File: config.mk
export PLATFORM = sky130hd
export DESIGN_NAME = vga_timing_gen
export DESIGN_NICKNAME = d
export VERILOG_FILES = /design/src/rtl/vga_pkg.sv /design/src/rtl/vga_axis_counter.sv /design/src/rtl/vga_timing_gen.sv
export SDC_FILE = /design/constraint.sdc
export NUM_CORES = 1
export LEC_CHECK = 0
export ABC_AREA = 1
export ABC_CLOCK_PERIOD_IN_PS = 2710
export BUFFER_PORTS_ARGS = -buffer_cell sky130_fd_sc_hd__buf_2
export CORE_MARGIN = 5
export CORE_UTILIZATION = 45
export DETAILED_ROUTE_END_ITERATION = 7
export PLACE_DENSITY = 0.73
export SETUP_SLACK_MARGIN = 0.02
export SLEW_MARGIN = 0
export SYNTH_ARGS = -nofsm -noshare
export SYNTH_HDL_FRONTEND = slang
export SYNTH_HIERARCHICAL = 1
export SYNTH_SLANG_ARGS = --single-unit
File: constraint.sdc
create_clock -name pclk -period 2.71 [get_ports pclk]
set_clock_uncertainty 0.05 [all_clocks]
set_input_delay 0.4065 -clock pclk [delete_from_list [all_inputs] [get_ports pclk]]
set_output_delay 0.4065 -clock pclk [all_outputs]
set_load 0.03 [all_outputs]
File: src/rtl/vga_pkg.sv
// XGA timing constants, counter width and small decode helpers shared by the
// timing generator and every draw stage on the pixel-stream timing bus.
package vga_pkg;

    localparam int unsigned CNT_W = 11;

    localparam int unsigned XGA_H_ACTIVE     = 1024;
    localparam int unsigned XGA_H_SYNC_START = 1048;
    localparam int unsigned XGA_H_SYNC_W     = 136;
    localparam int unsigned XGA_H_TOTAL      = 1344;
    localparam int unsigned XGA_V_ACTIVE     = 768;
    localparam int unsigned XGA_V_SYNC_START = 771;
    localparam int unsigned XGA_V_SYNC_W     = 6;
    localparam int unsigned XGA_V_TOTAL      = 806;
    localparam logic        XGA_SYNC_POL     = 1'b0;

    typedef logic [CNT_W-1:0] count_t;

    // RESTART holds the counters at (0,0) for one edge after reset so the
    // frame_start strobe lines up with the first visible (0,0) cycle.
    typedef enum logic {
        ST_RESTART = 1'b0,
        ST_RUN     = 1'b1
    } gen_state_t;

    function automatic logic in_window(input count_t value,
                                       input int unsigned lo,
                                       input int unsigned width);
        return (32'(value) >= lo) && (32'(value) < lo + width);
    endfunction

    function automatic logic in_active_area(input count_t hcount,
                                            input count_t vcount);
        return (32'(hcount) < XGA_H_ACTIVE) && (32'(vcount) < XGA_V_ACTIVE);
    endfunction

endpackage

File: src/rtl/vga_axis_counter.sv
// One timing axis: wrapping counter plus sync/blank decode of the next count,
// so the parent can register flags in step with the count register.
module vga_axis_counter
    import vga_pkg::*;
#(
    parameter int unsigned ACTIVE     = XGA_H_ACTIVE,
    parameter int unsigned SYNC_START = XGA_H_SYNC_START,
    parameter int unsigned SYNC_W     = XGA_H_SYNC_W,
    parameter int unsigned TOTAL      = XGA_H_TOTAL
) (
    input  logic             pclk,
    input  logic             rst,
    input  logic             inc_en,
    output logic [CNT_W-1:0] count,
    output logic             wrap,
    output logic             sync_next,
    output logic             blank_next
);

    localparam count_t LAST = count_t'(TOTAL - 1);

    count_t count_next;

    // Out-of-range values (only reachable by forcing) fall back to 0 at once.
    always_comb begin
        count_next = count;
        wrap       = 1'b0;
        if (count > LAST) begin
            count_next = '0;
            wrap       = 1'b1;
        end else if (inc_en) begin
            if (count == LAST) begin
                count_next = '0;
                wrap       = 1'b1;
            end else begin
                count_next = count + count_t'(1);
            end
        end
    end

    always_comb begin
        sync_next  = in_window(count_next, SYNC_START, SYNC_W);
        blank_next = (32'(count_next) >= ACTIVE);
    end

    always_ff @(posedge pclk) begin
        if (rst) begin
            count <= '0;
        end else begin
            count <= count_next;
        end
    end

endmodule

File: src/rtl/vga_timing_gen.sv
// Head of the display chain: hcount/vcount, syncs, blanks and frame_start,
// all registered with zero skew between counts and flags.
module vga_timing_gen
    import vga_pkg::*;
#(
    parameter int unsigned H_ACTIVE     = XGA_H_ACTIVE,
    parameter int unsigned H_SYNC_START = XGA_H_SYNC_START,
    parameter int unsigned H_SYNC_W     = XGA_H_SYNC_W,
    parameter int unsigned H_TOTAL      = XGA_H_TOTAL,
    parameter int unsigned V_ACTIVE     = XGA_V_ACTIVE,
    parameter int unsigned V_SYNC_START = XGA_V_SYNC_START,
    parameter int unsigned V_SYNC_W     = XGA_V_SYNC_W,
    parameter int unsigned V_TOTAL      = XGA_V_TOTAL,
    parameter logic        SYNC_POL     = XGA_SYNC_POL
) (
    input  logic             pclk,
    input  logic             rst,
    output logic [CNT_W-1:0] hcount_out,
    output logic [CNT_W-1:0] vcount_out,
    output logic             hsync_out,
    output logic             vsync_out,
    output logic             hblnk_out,
    output logic             vblnk_out,
    output logic             frame_start
);

    gen_state_t state;
    gen_state_t state_next;
    logic       h_inc;
    logic       h_wrap;
    logic       v_wrap;
    logic       h_sync_next;
    logic       v_sync_next;
    logic       h_blank_next;
    logic       v_blank_next;
    logic       frame_next;

    vga_axis_counter #(
        .ACTIVE     (H_ACTIVE),
        .SYNC_START (H_SYNC_START),
        .SYNC_W     (H_SYNC_W),
        .TOTAL      (H_TOTAL)
    ) u_haxis (
        .pclk       (pclk),
        .rst        (rst),
        .inc_en     (h_inc),
        .count      (hcount_out),
        .wrap       (h_wrap),
        .sync_next  (h_sync_next),
        .blank_next (h_blank_next)
    );

    // The vertical axis only steps on the horizontal wrap, so vsync can only
    // change on the hcount==0 cycle of a line.
    vga_axis_counter #(
        .ACTIVE     (V_ACTIVE),
        .SYNC_START (V_SYNC_START),
        .SYNC_W     (V_SYNC_W),
        .TOTAL      (V_TOTAL)
    ) u_vaxis (
        .pclk       (pclk),
        .rst        (rst),
        .inc_en     (h_wrap),
        .count      (vcount_out),
        .wrap       (v_wrap),
        .sync_next  (v_sync_next),
        .blank_next (v_blank_next)
    );

    always_ff @(posedge pclk) begin
        if (rst) begin
            state <= ST_RESTART;
        end else begin
            state <= state_next;
        end
    end

    always_comb begin
        state_next = state;
        h_inc      = 1'b0;
        frame_next = 1'b0;
        case (state)
            ST_RESTART: begin
                state_next = ST_RUN;
                frame_next = 1'b1;
            end
            ST_RUN: begin
                h_inc      = 1'b1;
                frame_next = h_wrap && v_wrap;
            end
            default: begin
                state_next = ST_RESTART;
            end
        endcase
    end

    always_ff @(posedge pclk) begin
        if (rst) begin
            hsync_out   <= ~SYNC_POL;
            vsync_out   <= ~SYNC_POL;
            hblnk_out   <= 1'b0;
            vblnk_out   <= 1'b0;
            frame_start <= 1'b0;
        end else begin
            hsync_out   <= h_sync_next ? SYNC_POL : ~SYNC_POL;
            vsync_out   <= v_sync_next ? SYNC_POL : ~SYNC_POL;
            hblnk_out   <= h_blank_next;
            vblnk_out   <= v_blank_next;
            frame_start <= frame_next;
        end
    end

endmodule

# Word level (Yosys, flattened, before mapping)
# Cells that the tools add are included.
[totals]
inputBits = 2
reg_bits = 28
wordCells = 41
output_inout_bits = 27
[classes]
bitwise = 1
n_mux = 17
eq_ne = 2
add_sub_neg = 2
n_lt_le_gt_ge = 8
reduce_logical = 3
[op_table]
columns = ["op", "count"]
rows = [
  ["$mux W11", 6],
  ["$add A11 B1 Y11 const B", 2],
  ["$ge A11 B10 Y1 const B", 2],
  ["$ge A11 B11 Y1 const B", 2],
  ["$eq A11 B10 Y1 const B", 1],
  ["$eq A11 B11 Y1 const B", 1],
  ["$gt A11 B10 Y1 const B", 1],
  ["$gt A11 B11 Y1 const B", 1],
  ["$lt A11 B10 Y1 const B", 1],
  ["$lt A11 B11 Y1 const B", 1],
  ["$mux W1", 10],
  ["$logic_and A1 B1 Y1", 3],
  ["$pmux W1 S2", 1],
  ["$not A1 Y1", 1],
]

# Logic depth before layout (Yosys ltp)
[logic_depth]
depth_word = 9
mapped_depth = 20
depth_no_buf = 19

# Hierarchy
# Netlist, hierarchy kept.
[by_module_without_submodules]
columns = ["module", "cells_each", "instances", "area_each_um2", "seq_area_each_um2"]
rows = [
  ["vga_axis_counter (u_vaxis)", 127, 1, 798.3, 220.2],
  ["vga_axis_counter (u_haxis)", 119, 1, 735.7, 220.2],
  ["vga_timing_gen", 15, 1, 155.1, 120.1],
]

# Worst setup path after synthesis
# OpenSTA, ideal clock, no wires.
[synth_path]
kind = "flip-flop to flip-flop"
startpoint = "reg u_haxis.count[0]"
endpoint = "reg vsync_out"
period_less_slack_ps = 2486
setup_ps = 113
n_path_buf = 1
t_required_ps = 2547
path_stages_with_launch = 18
setup_slack_ps = 224
arrival_time_ps = 2323
cell_sequence = "dfxtp_1 > ha_1 > nand2_1 > nor2_2 > nand3_1 > nand2_2 > buf_2 > nand2_1 > nor2_2 > nand3_2 > nand2_1 > nand2_2 > inv_2 > nand4_1 > nor2_1 > nand3_1 > nor2_1 > nand2_1"
[synth_via]
elab_chain_len = 9
word_cells_on_any_way = 11
classes_between = "order compare: 3; eq/ne: 1; mux: 6; reduce/logical: 1"
[synth_lines]
columns = ["element", "line_no", "source"]
rows = [
  ["from (decl)", "vga_axis_counter.sv:14", "output logic [CNT_W-1:0] count,"],
  ["from (signal assigned)", "vga_axis_counter.sv:50", "count <= count_next;"],
  ["branches (longest 3 deep; another with $gt A11 B11 Y1)", "--", ""],
  ["$mux W1 *", "vga_axis_counter.sv:28", "if (count > LAST) begin"],
  ["via h_wrap", "vga_timing_gen.sv:30", "logic h_wrap;"],
  ["$mux W11 *", "vga_axis_counter.sv:31", "end else if (inc_en) begin"],
  ["$mux W11 *", "vga_axis_counter.sv:28", ""],
  ["$ge A11 B10 Y1 / $lt A11 B10 Y1 (equally long branches)", "vga_pkg.sv:29", "return (32'(value) >= lo) && (32'(value) < lo + width);"],
  ["$logic_and A1 B1 Y1 *", "vga_pkg.sv:29", ""],
  ["via v_sync_next", "vga_timing_gen.sv:33", "logic v_sync_next;"],
  ["$mux W1 *", "vga_timing_gen.sv:106", "vsync_out <= v_sync_next ? SYNC_POL : ~SYNC_POL;"],
  ["to (signal assigned)", "vga_timing_gen.sv:100", "vsync_out <= ~SYNC_POL;"],
  ["to (signal assigned)", "vga_timing_gen.sv:106", ""],
  ["to (decl)", "vga_timing_gen.sv:21", "output logic vsync_out,"],
]
# Mark *: on every way through the listed nets, which the timed path passes.
# A chain may end at the register's enable or synchronous reset.

# Final worst setup path
# Same ends and word-level chain as after synthesis.

==> impl_metrics.ini <==
[die]
die_w_um = 71.3
coreArea_mm2 = 0.00366
ios = 29
initial_core_util_pct = 46.1
rows = 22
dieArea_mm2 = 0.00508
die_h_um = 71.3

[worst_setup_path]
cp_slowest_stage_delay_ns = 0.44
ff2ff_path_depth = 16
worst-path-stages = 16
r2r-end = vsync_out
path_cells = ha_1 -> nand2_1 -> nor2_2 -> nand3_1 -> nand2_2 -> nand2_1 -> nor2_2 -> nand3_2 -> nand2_1 -> nand2_2 -> inv_2 -> nand4_1 -> nor2_1 -> nand3_1 -> nor2_1 -> nand2_1
cp-endpoint = vsync_out
cp.required_ns = 2.84
r2r_slack_ns = 0.28
cp.arrival_ns = 2.56
endpoint_kind = register
critPathSlowestCell = dfxtp_1
reg2reg_from = u_haxis/count[0]
path_buf_inv = 1
critical_path_class = reg2reg
crit_family = simple AND/OR/NAND/NOR gates
cp-start-kind = register
crit_path_max_fanout = 12
crit_start = u_haxis/count[0]
cp_common_cell = nand2_1

[detailed_routing]
num_vias = 1628
viasPerCell = 4.82
drtIter0Drc = 100
routed_wl_mm = 3.63
wl_per_cell_um = 10.7
drtPass1Iterations = 4
ant_nets = 0
drc = 0

[cells_and_area]
fin_util_pct = 53.2
final_layout_size_suffix_gt1_share_pct = 21.4
fin_nets = 296
antenna_cells = 0
syn2layout_area_growth_pct = 15.3
fill_cells = 356

[sta]
setup_viol = 0
finalSetupTns_ns = 0
slew_viol_final = 0
fmax_ghz = 0.411
finalCritPeriodShare_pct = 89.8
finalHoldViolations = 0
rsz0062_at_grt = false
layout_min_cycle_time_ns = 2.43

[clock_tree]
clkTransAtPathRegs_ns = 0.10
postCtsSetupBuffers = 0
cts_tree = yes
clk_latency_ns = 0.27
cts_buffers = 3
ctsResizeCount = 0
htreeDepth = 1
ctsHoldBuffers = 0
clock_path_buffers = 2
cts_sinks = 28
ctsRootBufferMaster = clkbuf_8

[global_routing]
antenna_found_initial = 0
grt.total_usage_pct = 15.6
grt_pass1_vias = 1520
grt_overflow = 0
grt_max_degree = 17
grt_pass1_wl_mm = 6.64

[yosys]
synth_edf_count = 0
yosysTopAreaCellShare_pct = 33.2
netlist_instances = 261
synth.distinct_cells = 29
synth_mux_area_share_pct = 0
synth_top_cells_by_count = nand2_1 (65), inv_1 (41), nor2_1 (37), dfxtp_1 (28), nand3_1 (23)
synth_ff_type = dfxtp_1
async_reset_ff_share_pct = 0
yosys.area_share.simple_pct = 46.7
synthAdderAreaFrac_pct = 2.22
ys_seq_area_share_pct = 33.2
synth_top_family_by_area = simple AND/OR/NAND/NOR gates
synth_xor_area_share_pct = 2.59
yosysMostFrequentCell = nand2_1
ys_seq_elements = 28
synth_compound_area_share_pct = 4.30
syn_area_per_cell_um2 = 6.47
syn_nets = 266
yosysTopAreaCell = dfxtp_1
synthTopCellsByArea = dfxtp_1 (33%), nand2_1 (14%), inv_1 (9.1%)
synthesis.area_mm2 = 0.00169
ys_warn_count = 6

[pwr]
vdd_drop_max_mv = 0.205
p_leak_nw = 0.963
power_density_mw_per_mm2 = 407

[worst_hold_path]
hold_class = in2reg

[placed_design]
numPortBuffers = 28
dp_hpwl_mm = 2.78
gp_congestion = 0.848

[outcome]
status = finished, final reports clean

[job]
drv_cap = 0
==> where the power goes <==
group	internal [mW]	switching (mW)	total (mW)
registers	0.417	0.00739	0.424
logic	0.0114	0.0284	0.0398
clock network	0.198	0.131	0.329
total	0.626	0.167	0.792
==> flip-flops by register name, indices dropped and copies added, names as in the netlist <==
name,cells
vblnk_out,1
state,1
hblnk_out,1
u_vaxis/count,11
vsync_out,1
frame_start,1
hsync_out,1
u_haxis/count,11
==> cell type report <==
cell class | instances | area, µm² | area share, %
flip-flops and latches | 28 | 561 | 28.8
multi-input cells | 185 | 946 | 48.6
repair buffers | 28 | 140 | 7.20
clock buffers | 3 | 41.3 | 2.12
well taps | 48 | 60.1 | 3.08
inverters | 45 | 169 | 8.68
clock inverters | 1 | 30.0 | 1.54
==> layer usage <==
layer | global-route usage [%] | up-vias | routed length (µm)
met2 | 25.4 | 31 | 1570
met3 | 2.38 | 2 | 168
met4 | 3.97 | 0 | 20
li1 | - | 871 | -
met5 | 0 | - | 0
met1 | 21.7 | 724 | 1870
==> through the flow <==
step	power [mW]	setup WS, ns	instance area, µm²	std cells	hold WS, ns
finish	0.792	0.277	1950	338	0.422
global route	0.825	0.0598	1950	338	0.428
CTS	0.804	0.293	1950	338	0.410
detailed placement	0.473	0.290	1880	334	0.482
global placement	0.473	0.404	1880	334	0.461
floorplan	0.462	0.224	1690	261	0.350
==> layout by cell type, fill, tap and decap left out, types with 4 or more instances in the layout <==
cell type	count
a21oi_1	6
buf_2	28
dfxtp_1	28
inv_1	41
inv_2	4
nand2_1	65
nand2_2	8
nand3_1	23
nand4_1	8
nor2_1	37
nor2_2	7
nor3_1	5
==> kinds of logic (layout without fill, tap and decap cells) <==
| group | after synthesis | after routing |
|---|---|---|
| fa+ha+maj | 3 | 3 |
| buf+inv | 48 | 77 |
| compound gates | 12 | 12 |
| xor+xnor | 5 | 5 |
| other cells | 1 | 1 |
| simple gates | 164 | 164 |
| flops | 28 | 28 |
==> worst min path at each step <==
stage | start | end | slack [ns] | cells past startpoint
after floorplan | state | frame_start | 0.35 | 1
after global placement | u_haxis/count[1] | u_haxis/count[1] | 0.46 | 2
after detailed placement | u_haxis/count[1] | u_haxis/count[1] | 0.48 | 2
after CTS | rst | state | 0.41 | 2
after global routing | rst | state | 0.43 | 2
final | rst | state | 0.42 | 2
No activity file was read; power rests on OpenSTA's default activity.
